### src/rtl/mv_ref_fetch_ctrl.sv
// MV-driven reference-row fetch sequencer: splits an MV pair into integer/phase and walks
// the interpolation window rows with picture-edge clamping. Option: MV_FETCH_FULLPEL_SKIP_EN.
module mv_ref_fetch_ctrl #(
    parameter int unsigned MV_W      = 19,
    parameter int unsigned FRAC_BITS = 4,
    parameter int unsigned BLK_W     = 8,
    parameter int unsigned BLK_H     = 8,
    parameter int unsigned TAPS      = 8,
    parameter int unsigned ADDR_W    = 12,
    parameter int unsigned PIC_W     = 1920,
    parameter int unsigned PIC_H     = 1080
) (
    input  logic                 CLK,
    input  logic                 RST_SYNC,
    input  logic                 MV_VALID,
    output logic                 MV_READY,
    input  logic [MV_W-1:0]      MV_X_IN,
    input  logic [MV_W-1:0]      MV_Y_IN,
    input  logic [ADDR_W-1:0]    BLK_POS_X,
    input  logic [ADDR_W-1:0]    BLK_POS_Y,
    output logic [FRAC_BITS-1:0] FRAC_X,
    output logic [FRAC_BITS-1:0] FRAC_Y,
    output logic                 FETCH_VALID,
    input  logic                 FETCH_READY,
    output logic [ADDR_W-1:0]    FETCH_X,
    output logic [ADDR_W-1:0]    FETCH_Y,
    output logic                 FETCH_LAST,
    output logic                 BUSY
);

    localparam int unsigned CW     = ADDR_W + 3;
    localparam int unsigned MARGIN = TAPS / 2 - 1;
    localparam int unsigned NROWS  = BLK_H + TAPS - 1;
    localparam int unsigned RW     = $clog2(NROWS + 1);

    localparam logic [ADDR_W-1:0] X_MAX = ADDR_W'(PIC_W - 1);
    localparam logic [ADDR_W-1:0] Y_MAX = ADDR_W'(PIC_H - 1);

    localparam logic [1:0] S_IDLE  = 2'd0;
    localparam logic [1:0] S_CALC  = 2'd1;
    localparam logic [1:0] S_FETCH = 2'd2;

    // Row length is owned by the downstream filter; only reject a degenerate block here.
    if (BLK_W == 0 || BLK_H == 0) begin : g_cfg_err
        $error("mv_ref_fetch_ctrl: block dimensions must be non-zero");
    end

    logic [1:0]               state_q, state_d;
    logic signed [MV_W-1:0]   mv_x_q, mv_x_d, mv_y_q, mv_y_d;
    logic [ADDR_W-1:0]        pos_x_q, pos_x_d, pos_y_q, pos_y_d;
    logic [FRAC_BITS-1:0]     frac_x_q, frac_x_d, frac_y_q, frac_y_d;
    logic signed [CW-1:0]     org_y_q, org_y_d;
    logic [RW-1:0]            row_q, row_d, nrows_q, nrows_d;
    logic                     fetch_valid_q, fetch_valid_d;
    logic                     fetch_last_q, fetch_last_d;
    logic [ADDR_W-1:0]        fetch_x_q, fetch_x_d, fetch_y_q, fetch_y_d;
    logic                     mv_ready_q, mv_ready_d;
    logic                     busy_q, busy_d;

    logic signed [CW-1:0]     int_x_c, int_y_c, margin_c, org_x_c, org_y_c, row_y_c;
    logic [RW-1:0]            nrows_c, row_inc_c;

    function automatic logic [ADDR_W-1:0] clamp(input logic signed [CW-1:0] v,
                                                 input logic [ADDR_W-1:0]   max_v);
        if (v[CW-1]) begin
            return '0;
        end else if (v[CW-2:0] > {{(CW-1-ADDR_W){1'b0}}, max_v}) begin
            return max_v;
        end else begin
            return v[ADDR_W-1:0];
        end
    endfunction

    // Window geometry derived from the captured MV and block position.
    always_comb begin
        int_x_c = CW'(mv_x_q >>> FRAC_BITS);
        int_y_c = CW'(mv_y_q >>> FRAC_BITS);
`ifdef MV_FETCH_FULLPEL_SKIP_EN
        if (mv_x_q[FRAC_BITS-1:0] == '0 && mv_y_q[FRAC_BITS-1:0] == '0) begin
            margin_c = '0;
            nrows_c  = RW'(BLK_H);
        end else begin
            margin_c = CW'(MARGIN);
            nrows_c  = RW'(NROWS);
        end
`else
        margin_c = CW'(MARGIN);
        nrows_c  = RW'(NROWS);
`endif
        org_x_c   = $signed({{(CW-ADDR_W){1'b0}}, pos_x_q}) + int_x_c - margin_c;
        org_y_c   = $signed({{(CW-ADDR_W){1'b0}}, pos_y_q}) + int_y_c - margin_c;
        row_inc_c = row_q + RW'(1);
        row_y_c   = org_y_q + $signed({{(CW-RW){1'b0}}, row_inc_c});
    end

    always_comb begin
        state_d       = state_q;
        mv_x_d        = mv_x_q;
        mv_y_d        = mv_y_q;
        pos_x_d       = pos_x_q;
        pos_y_d       = pos_y_q;
        frac_x_d      = frac_x_q;
        frac_y_d      = frac_y_q;
        org_y_d       = org_y_q;
        row_d         = row_q;
        nrows_d       = nrows_q;
        fetch_valid_d = fetch_valid_q;
        fetch_last_d  = fetch_last_q;
        fetch_x_d     = fetch_x_q;
        fetch_y_d     = fetch_y_q;

        case (state_q)
            S_IDLE: begin
                if (MV_VALID && mv_ready_q) begin
                    mv_x_d  = MV_X_IN;
                    mv_y_d  = MV_Y_IN;
                    pos_x_d = BLK_POS_X;
                    pos_y_d = BLK_POS_Y;
                    state_d = S_CALC;
                end
            end
            S_CALC: begin
                frac_x_d      = mv_x_q[FRAC_BITS-1:0];
                frac_y_d      = mv_y_q[FRAC_BITS-1:0];
                org_y_d       = org_y_c;
                nrows_d       = nrows_c;
                row_d         = '0;
                fetch_valid_d = 1'b1;
                fetch_x_d     = clamp(org_x_c, X_MAX);
                fetch_y_d     = clamp(org_y_c, Y_MAX);
                fetch_last_d  = (nrows_c == RW'(1));
                state_d       = S_FETCH;
            end
            S_FETCH: begin
                if (fetch_valid_q && FETCH_READY) begin
                    if (fetch_last_q) begin
                        fetch_valid_d = 1'b0;
                        fetch_last_d  = 1'b0;
                        state_d       = S_IDLE;
                    end else begin
                        row_d        = row_inc_c;
                        fetch_y_d    = clamp(row_y_c, Y_MAX);
                        fetch_last_d = (row_inc_c == nrows_q - RW'(1));
                    end
                end
            end
            default: begin
                fetch_valid_d = 1'b0;
                fetch_last_d  = 1'b0;
                state_d       = S_IDLE;
            end
        endcase

        mv_ready_d = (state_d == S_IDLE);
        busy_d     = (state_d != S_IDLE);
    end

    always_ff @(posedge CLK) begin
        if (RST_SYNC) begin
            state_q       <= S_IDLE;
            mv_x_q        <= '0;
            mv_y_q        <= '0;
            pos_x_q       <= '0;
            pos_y_q       <= '0;
            frac_x_q      <= '0;
            frac_y_q      <= '0;
            org_y_q       <= '0;
            row_q         <= '0;
            nrows_q       <= '0;
            fetch_valid_q <= 1'b0;
            fetch_last_q  <= 1'b0;
            fetch_x_q     <= '0;
            fetch_y_q     <= '0;
            mv_ready_q    <= 1'b0;
            busy_q        <= 1'b0;
        end else begin
            state_q       <= state_d;
            mv_x_q        <= mv_x_d;
            mv_y_q        <= mv_y_d;
            pos_x_q       <= pos_x_d;
            pos_y_q       <= pos_y_d;
            frac_x_q      <= frac_x_d;
            frac_y_q      <= frac_y_d;
            org_y_q       <= org_y_d;
            row_q         <= row_d;
            nrows_q       <= nrows_d;
            fetch_valid_q <= fetch_valid_d;
            fetch_last_q  <= fetch_last_d;
            fetch_x_q     <= fetch_x_d;
            fetch_y_q     <= fetch_y_d;
            mv_ready_q    <= mv_ready_d;
            busy_q        <= busy_d;
        end
    end

    assign MV_READY    = mv_ready_q;
    assign FRAC_X      = frac_x_q;
    assign FRAC_Y      = frac_y_q;
    assign FETCH_VALID = fetch_valid_q;
    assign FETCH_X     = fetch_x_q;
    assign FETCH_Y     = fetch_y_q;
    assign FETCH_LAST  = fetch_last_q;
    assign BUSY        = busy_q;

endmodule

### config.mk
export PLATFORM = sky130hd
export DESIGN_NAME = mv_ref_fetch_ctrl
export DESIGN_NICKNAME = d
export VERILOG_FILES = /design/src/rtl/mv_ref_fetch_ctrl.sv
export SDC_FILE = /design/constraint.sdc
export NUM_CORES = 1
export LEC_CHECK = 0
export CAP_MARGIN = 20
export CORE_ASPECT_RATIO = 1.4
export CORE_MARGIN = 2
export CORE_UTILIZATION = 40
export CTS_BUF_LIST = sky130_fd_sc_hd__clkbuf_4 sky130_fd_sc_hd__clkbuf_8
export DETAILED_ROUTE_END_ITERATION = 7
export GPL_TIMING_DRIVEN = 1
export PLACE_DENSITY_LB_ADDON = 0.25
export RECOVER_POWER = 25
export SLEW_MARGIN = 20
export SYNTH_ARGS = -nofsm -noshare
export SYNTH_HDL_FRONTEND = slang
export SYNTH_SLANG_ARGS = --single-unit
### constraint.sdc
create_clock -name CLK -period 3.3 [get_ports CLK]
set_input_delay 0.33 -clock CLK [delete_from_list [all_inputs] [get_ports CLK]]
set_output_delay 0.33 -clock CLK [all_outputs]
set_load 0.05 [all_outputs]
======== Word level (Yosys, flattened, before mapping) ========
Index checks and enable logic that the tools add are counted.
word-level totals
  bits in registers ....................... 120
  latch bits .............................. 0
  bits in writable memories ............... 0
  bits in read-only memories .............. 0
  bits of input ports ..................... 66
  word-level logic and storage cells ...... 65
  memories ................................ 0
cells by class
  add/subtract/negate cells ............... 7
  $mul .................................... 0
  divide/modulo/power cells ............... 0
  magnitude comparators ................... 3
  eq/ne operators ......................... 6
  shifts and indexed selects .............. 0
  mux-type cells .......................... 22
  bitwise gates (word level) .............. 1
  reduce and logical (&&, ||, !) cells .... 10
operator list
  cell                     count
  $mux W12                 8
  $gt A14 B11 Y1 const B   3
  $add A13 B15 Y15         2
  $sub A15 B3 Y15 const B  2
  $pmux W12 S2             1
  $add A15 B5 Y15          1
  $mux W4                  2
  $pmux W4 S2              1
  $mux W2                  3
  $ne A2 B2 Y1 const B     3
  $pmux W2 S3              1
  $reduce_and A3 Y1        2
  $add A4 B1 Y4 const B    1
  $eq A4 B4 Y1             1
  $logic_not A2 Y1         2
  $mux W1                  4
  $reduce_and A2 Y1        2
  $reduce_bool A2 Y1       2
  $pmux W1 S3              1
  $sub A1 B2 Y3 const B    1
  $eq A2 B1 Y1 const B     1
  $eq A2 B2 Y1 const B     1
  $logic_and A1 B1 Y1      2
  $pmux W1 S2              1
  $not A1 Y1               1

======== Depth between registers and ports, before layout ========
Gate-level depths: netlist of run 1.
  word-level depth ........................ 8
  depth in mapped cells ................... 14
  mapped depth without buffers ............ 14

======== Least setup slack after synthesis of run 1 ========
OpenSTA, ideal clock, no wires.
  kind .................................... flip-flop to flip-flop
  start point ............................. reg mv_y_q[7]
  end point ............................... reg fetch_y_q[10], in the netlist FETCH_Y[10]
  library setup time ...................... 0.132 ns
  arrival time ............................ 2.799 ns
  path slack .............................. 0.369 ns
  stages on the path, launching flop included .. 13
  buffers on the path ..................... 0
  clock period less this slack ............ 2.931 ns
  cells stage by stage .................... dfxtp_1 inv_1 ha_1 inv_1 ha_1 nor2b_1 o31a_4 o22a_4 a221oi_2 nand2_1 or4_1 a211oi_1 nor3_1
on the way
  longest elaborated chain between the ends .. 6
ends and longest elaborated chain
  what                    line  source
  from (decl)             49    logic signed [MV_W-1:0] mv_x_q, mv_x_d, mv_y_q, mv_y_d;
  from (signal assigned)  179   mv_y_q <= mv_y_d;
  $add A13 B15 Y15 *      91    org_y_c = $signed({{(CW-ADDR_W){1'b0}}, pos_y_q}) + int_y_c - margin_c;
  $sub A15 B3 Y15 *       91
  $gt A14 B11 Y1          67    end else if (v[CW-2:0] > {{(CW-1-ADDR_W){1'b0}}, max_v}) begin
  $mux W12                67
  $mux W12 *              65    if (v[CW-1]) begin
  $pmux W12 S2 *          112   case (state_q)
  to (signal assigned)    190   fetch_y_q <= fetch_y_d;
  to (decl)               56    logic [ADDR_W-1:0] fetch_x_q, fetch_x_d, fetch_y_q, fetch_y_d;
Mark *: on every way between the ends. The rest lies on a longest branch, timed or not.
A chain may end at the register's enable or synchronous reset.

======== Worst setup path after layout of run 1 ========
Ends and elaborated chain as after synthesis.

==> results of run 1 <==
[kinds of logic (layout without fill, tap and decap cells)]
group / Yosys count / after routing
AOI/OAI and AO/OA: 207 / 207
DFF: 120 / 120
muxes: 4 / 4
and+or+nand+nor: 342 / 342
adders and majority gates: 59 / 59
buffers and inverters: 150 / 257
xor gates and xnor gates: 33 / 33
[sequential cells by signal (all words and copies together) (netlist names), 12 cells and up]
signal and cells:
FETCH_Y 12, mv_x_q 19, FETCH_X 12, org_y_q 15, mv_y_q 19, pos_y_q 12
pos_x_q 12
[power groups by stage]
stage | Clock, µW | Combinational [µW] | Sequential, µW
after floorplan | 0 | 867 | 1670
after global placement | 0 | 1300 | 1610
final | 1540 | 1320 | 1580
after detailed placement | 0 | 1310 | 1610
after CTS | 1580 | 1320 | 1580
after global routing | 1630 | 1480 | 1590
[cells in the mapped netlist, drive strengths merged, types with 3 or more instances]
master | count | area (µm²)
nand2b | 11 | 68.8
nand3 | 25 | 125
and3 | 8 | 50.1
nor3 | 5 | 25.0
o31ai | 3 | 22.5
a21o | 7 | 52.6
dfxtp | 120 | 2400
a211oi | 13 | 97.6
xnor2 | 19 | 174
nand4 | 6 | 37.5
nor2b | 13 | 81.3
nor3b | 5 | 37.5
ha | 56 | 701
a21oi | 107 | 536
inv | 106 | 398
nand2 | 197 | 739
a31oi | 17 | 106
xor2 | 14 | 123
o21a | 5 | 37.5
buf | 5 | 26.3
clkbuf | 39 | 146
fa | 3 | 60.1
or4 | 3 | 22.5
nor2 | 62 | 235
mux2i | 4 | 40.0
o21ai | 28 | 140
[per-stage QoR]
stage               instance area (µm²)  power (µW)  instances   util
finish                             8560        4440       1225  0.511
global route                       8560        4700       1225  0.511
CTS                                8530        4480       1223  0.509
detailed placement                 8060        2920       1192  0.481
global placement                   8060        2910       1192  0.481
floorplan                          6820        2540        915      -
[final cells by class]
cell class / count / share of cell area
Sequential cell: 120 / 0.281
Timing Repair Buffer: 120 / 0.135
Clock buffer: 25 / 0.0388
Multi-Input combinational cell: 645 / 0.454
Tap cell: 203 / 0.0297
Clock inverter: 6 / 0.0158
Inverter: 106 / 0.0465
[layout by cell type (no fill, tap or decap), types with 4 or more instances in the layout]
master             n
nand2_1          196
dfxtp_1          120
inv_1            106
a21oi_1          106
clkdlybuf4s50_1  100
nor2_1            61
ha_1              55
o21ai_0           28
nand3_1           24
clkbuf_8          23
a31oi_1           17
xnor2_1           17
buf_4             16
xor2_1            14
a211oi_1          13
nor2b_1           11
nand2b_1          11
a21o_1             7
and3_1             7
nand4_1            6
o21a_1             5
nor3_1             5
nor3b_1            5
mux2i_1            4
bufinv_16          4
[worst paths after layout]
| check | startpoint | to | slack, ns |
|---|---|---|---|
| setup / recovery | mv_y_q[7] | FETCH_Y[10] | 0.16 |
| setup reg to reg | mv_y_q[7] | FETCH_Y[10] | 0.16 |
| hold reg to reg | mv_y_q[3] | FRAC_Y[3] | 0.45 |
| hold / removal | RST_SYNC | state_q[0] | 0.24 |
[worst max-delay path, delay by kind of cell (launching register included)]
family / cells / cell delay, ns
and+or+nand+nor: 4 / 0.91
AOI/OAI and AO/OA: 4 / 1.08
DFF: 1 / 0.33
adders and majority gates: 2 / 0.58
buffers and inverters: 2 / 0.10
[layer usage]
layer	routed length (µm)	global-route usage	vias to the layer above
li1	-	-	3226
met1	6900	0.207	2733
met2	8520	0.353	105
met3	711	0.0510	13
met4	158	0.0650	0
met5	0	0	-
[repair_timing]
| item | in CTS | in global routing |
|---|---|---|
| gates resized for setup | 0 | 7 |
| buffers inserted | 0 | 2 |
| endpoints found under the hold margin | 0 | 0 |
| setup endpoints to repair | 0 | 11 |
==> impl_results.md, run 1 <==
* Crit path capture type: flip-flop
* VDD IR max at roughly 270 µV
* # setup viols final at 0
* Max Cap Viol at 0
* Cell Pwr Density at 518 mW/mm²
* Final Slew Violations at 0
* Largest family of logic cells by synthesized area: simple AND/OR/NAND/NOR gates
* WL per Instance at 13.3 µm
* DRT Wirelength at about 16000 µm
* Fin crit share at 0.951
* Compound-Gate Fraction of Synth Area at 0.187
* EDFF count, synth at 0
* Switch Pwr at 1390 µW
* Register area at between 0.002 and 0.0025 mm²
* Initial DRC Count at 252
* Clk slew on worst S/H paths at 0.07 ns
* Multi-input logic area at 0.00388 mm²
* Post-Synth Simple-Gate Area at 0.216
* Max Buffers Root-to-Sink at 2
* Global-route wire length before repair at 27400 µm
* Row count at 56
* Unrepaired setup endpoints after global routing: no
* Max_slew headroom at 0.0795
* Outcome: complete, no violations
* Num ports at 102
* Max Freq at approximately 320 MHz
* Int Pwr at 3040 µW
* Worst path max stage delay at 0.53 ns
* Worst path slowest cell: or4_1
* Yosys cell types at 59
* Total number of yosys warnings at 0
* Core Footprint at 0.0167 mm²
* Share of cells above drive strength 1 at 0.0656
* Pin count of the biggest net entering global routing at 82
* Crit start category: flip-flop
* Num CTS Buffers at 17
* Synth Area in XOR/XNOR at 0.0435
* GRT overflow at 0
* Crit Path Class: flip-flop to flip-flop
* Worst Hold Class: input port to flip-flop
* Die area at 0.0181 mm²
* Flop pwr share at 0.356
* Hold slack at 0.244 ns
* DRC viols at 0
* Setup tns final at 0 ns
* Initial Util at 0.407
* Clk sinks at 120
* Max Fanout on Critical Path at 6
* Most frequent CP cell: inv_1
* CTS tree: built
* Die width at ~110 µm
* Total GRT Usage at 0.190
* Clock latency on the worst-skew pair at 0.44 ns
* Clock Power Share at 0.346
* Vias/cell at 4.96
* DP Worst Slack at around 0.08 ns
* TritonRoute pass-1 iters at 5
* Fin crit period at 3.14 ns
* Detailed placement HPWL at 12100 µm
* Vias in the first global route at around 5900
* Number of routed nets with antenna violations at 0
* GP Congestion at roughly 0.9
* H-tree depth at 4
* Post-Synthesis Net Count at between 1000 and 1500
* Syn-to-layout area delta at 25.4%
* Req. time, crit path at 3.59 ns
* Cts hold-fix bufs at 0
* Clock root cell: clkbuf_8
* Worst-margin pin slew at between 1 and 1.5 ns
* Final Worst Setup Slack at between 0.15 and 0.2 ns
* Worst EP arrival at 3.43 ns
* Comb pwr share at 0.298
* Die height at 159 µm
* Fillers at 1633
* Worst R2R Path Depth at 12
* Vias at 6077
* IO buf count at 101
* Fin. Hold Viols at 0
* Synth Cell Area at 0.00682 mm²
* Leak at roughly 0.0034 µW
* Switching Fraction at 0.314
* Post-Syn Instances at ~900
* Avg Cell Area, Syn at 7.46 µm²
* Nets at ~1100
* Main synth FF type: dfxtp_1
* Initial antenna violation count at 0
* Asr flop ratio synth at 0
* Clk_skew at approximately 0.0082 ns
* Synth Register Bits at 120
* Antenna cell count at 0
* Post-Synth Adder-Cell Area at 0.112
* Worst Hold Path Cells at 2
* List of cells traversed by the critical path: inv_1 > ha_1 > inv_1 > ha_2 > nor2b_2 > o31a_4 > o22a_4 > a221oi_2 > nand2_2 > or4_1 > a211oi_1 > nor3_1
* Mux cell area share after synthesis at 0.00587
* Post-synthesis sequential area ratio at 0.352
Power figures use the tool's default switching activity.
==> run 2, diff against run 1 <==
==> constraint.sdc (replaced) <==
create_clock -name CLK -period 3.3 [get_ports CLK]
set_input_delay 0.66 -clock CLK [delete_from_list [all_inputs] [get_ports CLK]]
set_output_delay 0.66 -clock CLK [all_outputs]
set_load 0.05 [all_outputs]
==> run 2 against run 1 <==
  * Sequential share of layout area barely moved
  * Worst setup slack got worse by 0.027 ns
  * Combinational power barely moved
  * Via count rose by 2.2%
  * Power rose by 0.36%
  * Clock skew rose by 0.0059 ns
  * Critical path type unchanged
  * Largest power group unchanged
  * Clock power barely moved
  * Non-clock buffer count fell by 1
  * Design area fell by 0.18%
==> impl_results.md, run 2 (synthesis results as in run 1) <==
* Fin. Hold Viols at 0
* Vias at 6210
* Total GRT Usage at 0.189
* Num CTS Buffers at 17
* Die area at 0.0181 mm²
* Num ports at 102
* H-tree depth at 4
* Commonest non-fill, non-tap cell in the layout: nand2_1
* Pin count of the biggest net entering global routing at 67
* Leak at 0.00344 µW
* TritonRoute pass-1 iters at 5
* Outcome: complete, no violations
* Crit Path Class: flip-flop to flip-flop
* Clk_skew at 0.0141 ns
* Die height at 159 µm
* Fin crit period at 3.17 ns
* Fin crit share at 0.959
* DP Worst Slack at 0.0445 ns
* Clk sinks at 120
* Vias/cell at 5.07
* Number of routed nets with antenna violations at 0
* GRT overflow at 0
* Most frequent cells in the layout: nand2_1, dfxtp_1, inv_1, a21oi_1, clkdlybuf4s50_1
* Final Worst Setup Slack at 0.135 ns
* Detailed placement HPWL at 12100 µm
* Syn-to-layout area delta at 25.2%
* Antenna cell count at 0
* Core Footprint at 0.0167 mm²
* Crit start category: flip-flop
* Nets at about 1100
* Max_slew headroom at 0.0919
* Max Cap Viol at 0
* Die width at approximately 110 µm
* IO buf count at 101
* Initial antenna violation count at 0
* Cell Pwr Density at 521 mW/mm²
* VDD IR max at 246 µV
* Fin cells at about 1200
* Clock root cell: clkbuf_8
* Worst-margin pin slew at between 1 and 1.5 ns
* Setup tns final at 0 ns
* Total power at 4450 µW
* Initial Util at 0.407
* Max Freq at ~320 MHz
* Global-route wire length before repair at 27400 µm
* Initial DRC Count at 254
* Fillers at 1672
* Max Fanout on Critical Path at 6
* Crit path capture type: flip-flop
* Share of cells above drive strength 1 at 0.0636
* DRC viols at 0
* Design area at 0.00854 mm²
* # setup viols final at 0
* CTS tree: built
* Row count at 56
* WL per Instance at 13.5 µm
* Vias in the first global route at 5955
* Largest regs: mv_x_q x19, mv_y_q x19, org_y_q x15
* Max Buffers Root-to-Sink at 2
* Placed cell area at 0.00806 mm²
* Clk slew on worst S/H paths at roughly 0.07 ns
* Worst EP arrival at between 3 and 4 ns
* GP Congestion at slightly below 0.9
* Worst Hold Class: flip-flop to flip-flop
* Inst Count DP at 1192
* Clock latency on the worst-skew pair at approximately 0.45 ns
* Req. time, crit path at roughly 3.6 ns
* Final Slew Violations at 0
* DRT Wirelength at 16500 µm
## run 2: stage by stage
| step | util | hold WS [ns] |
|---|---|---|
| 6_report | 0.510 | 0.453 |
| 5_1_grt | 0.510 | 0.470 |
| 4_1_cts | 0.509 | 0.456 |
| 3_5_place_dp | 0.481 | 0.445 |
| 3_3_place_gp | 0.481 | 0.437 |
| 2_1_floorplan | - | 0.432 |
## run 2: area by class of cell
type                            instances  area [µm²]  share of cell area
Timing Repair Buffer                  119        1150               0.134
Clock buffer                           26         333              0.0390
Multi-Input combinational cell        645        3870               0.453
Inverter                              106         398              0.0466
Tap cell                              203         254              0.0297
Clock inverter                          6         135              0.0158
Sequential cell                       120        2400               0.281
## run 2: timing repair
| item | in CTS | in global routing |
|---|---|---|
| hold buffers | 0 | 0 |
| resized for setup | 0 | 4 |
| endpoints found under the setup margin | 0 | 11 |
| setup buffers | 0 | 1 |
## run 2: path summary, 6_finish.rpt
path               from  cells past startpoint  slack, ns           to
min reg2reg   mv_y_q[9]                      2       0.45    mv_y_q[9]
min           mv_y_q[9]                      2       0.45    mv_y_q[9]
max reg2reg  pos_y_q[3]                     12       0.13  FETCH_Y[10]
max          pos_y_q[3]                     12       0.13  FETCH_Y[10]
## run 2: per-layer routing
metal | up-vias | share of wire | global-route usage
met1 | 2822 | 0.41 | 0.205
met5 | - | 0 | 0
met2 | 126 | 0.52 | 0.350
met4 | 0 | 0.016 | 0.0679
met3 | 27 | 0.049 | 0.0518
li1 | 3235 | - | -
## run 2: where the power goes
part | internal, µW | leakage [µW] | switching (µW)
Clock | 959 | 0.000233 | 597
Combinational | 552 | 0.00223 | 767
Sequential | 1530 | 0.000975 | 50.0
## run 2: worst max-delay path, cell delays in order (launching register included)
cell and delay, ns:
dfxtp_1 0.33, inv_1 0.04, ha_1 0.26, inv_1 0.04, ha_1 0.36, nor2b_2 0.20
o31a_4 0.31, o22a_4 0.24, a221oi_2 0.23, nand2_1 0.15, or4_1 0.56, a211oi_1 0.24
nor3_1 0.06
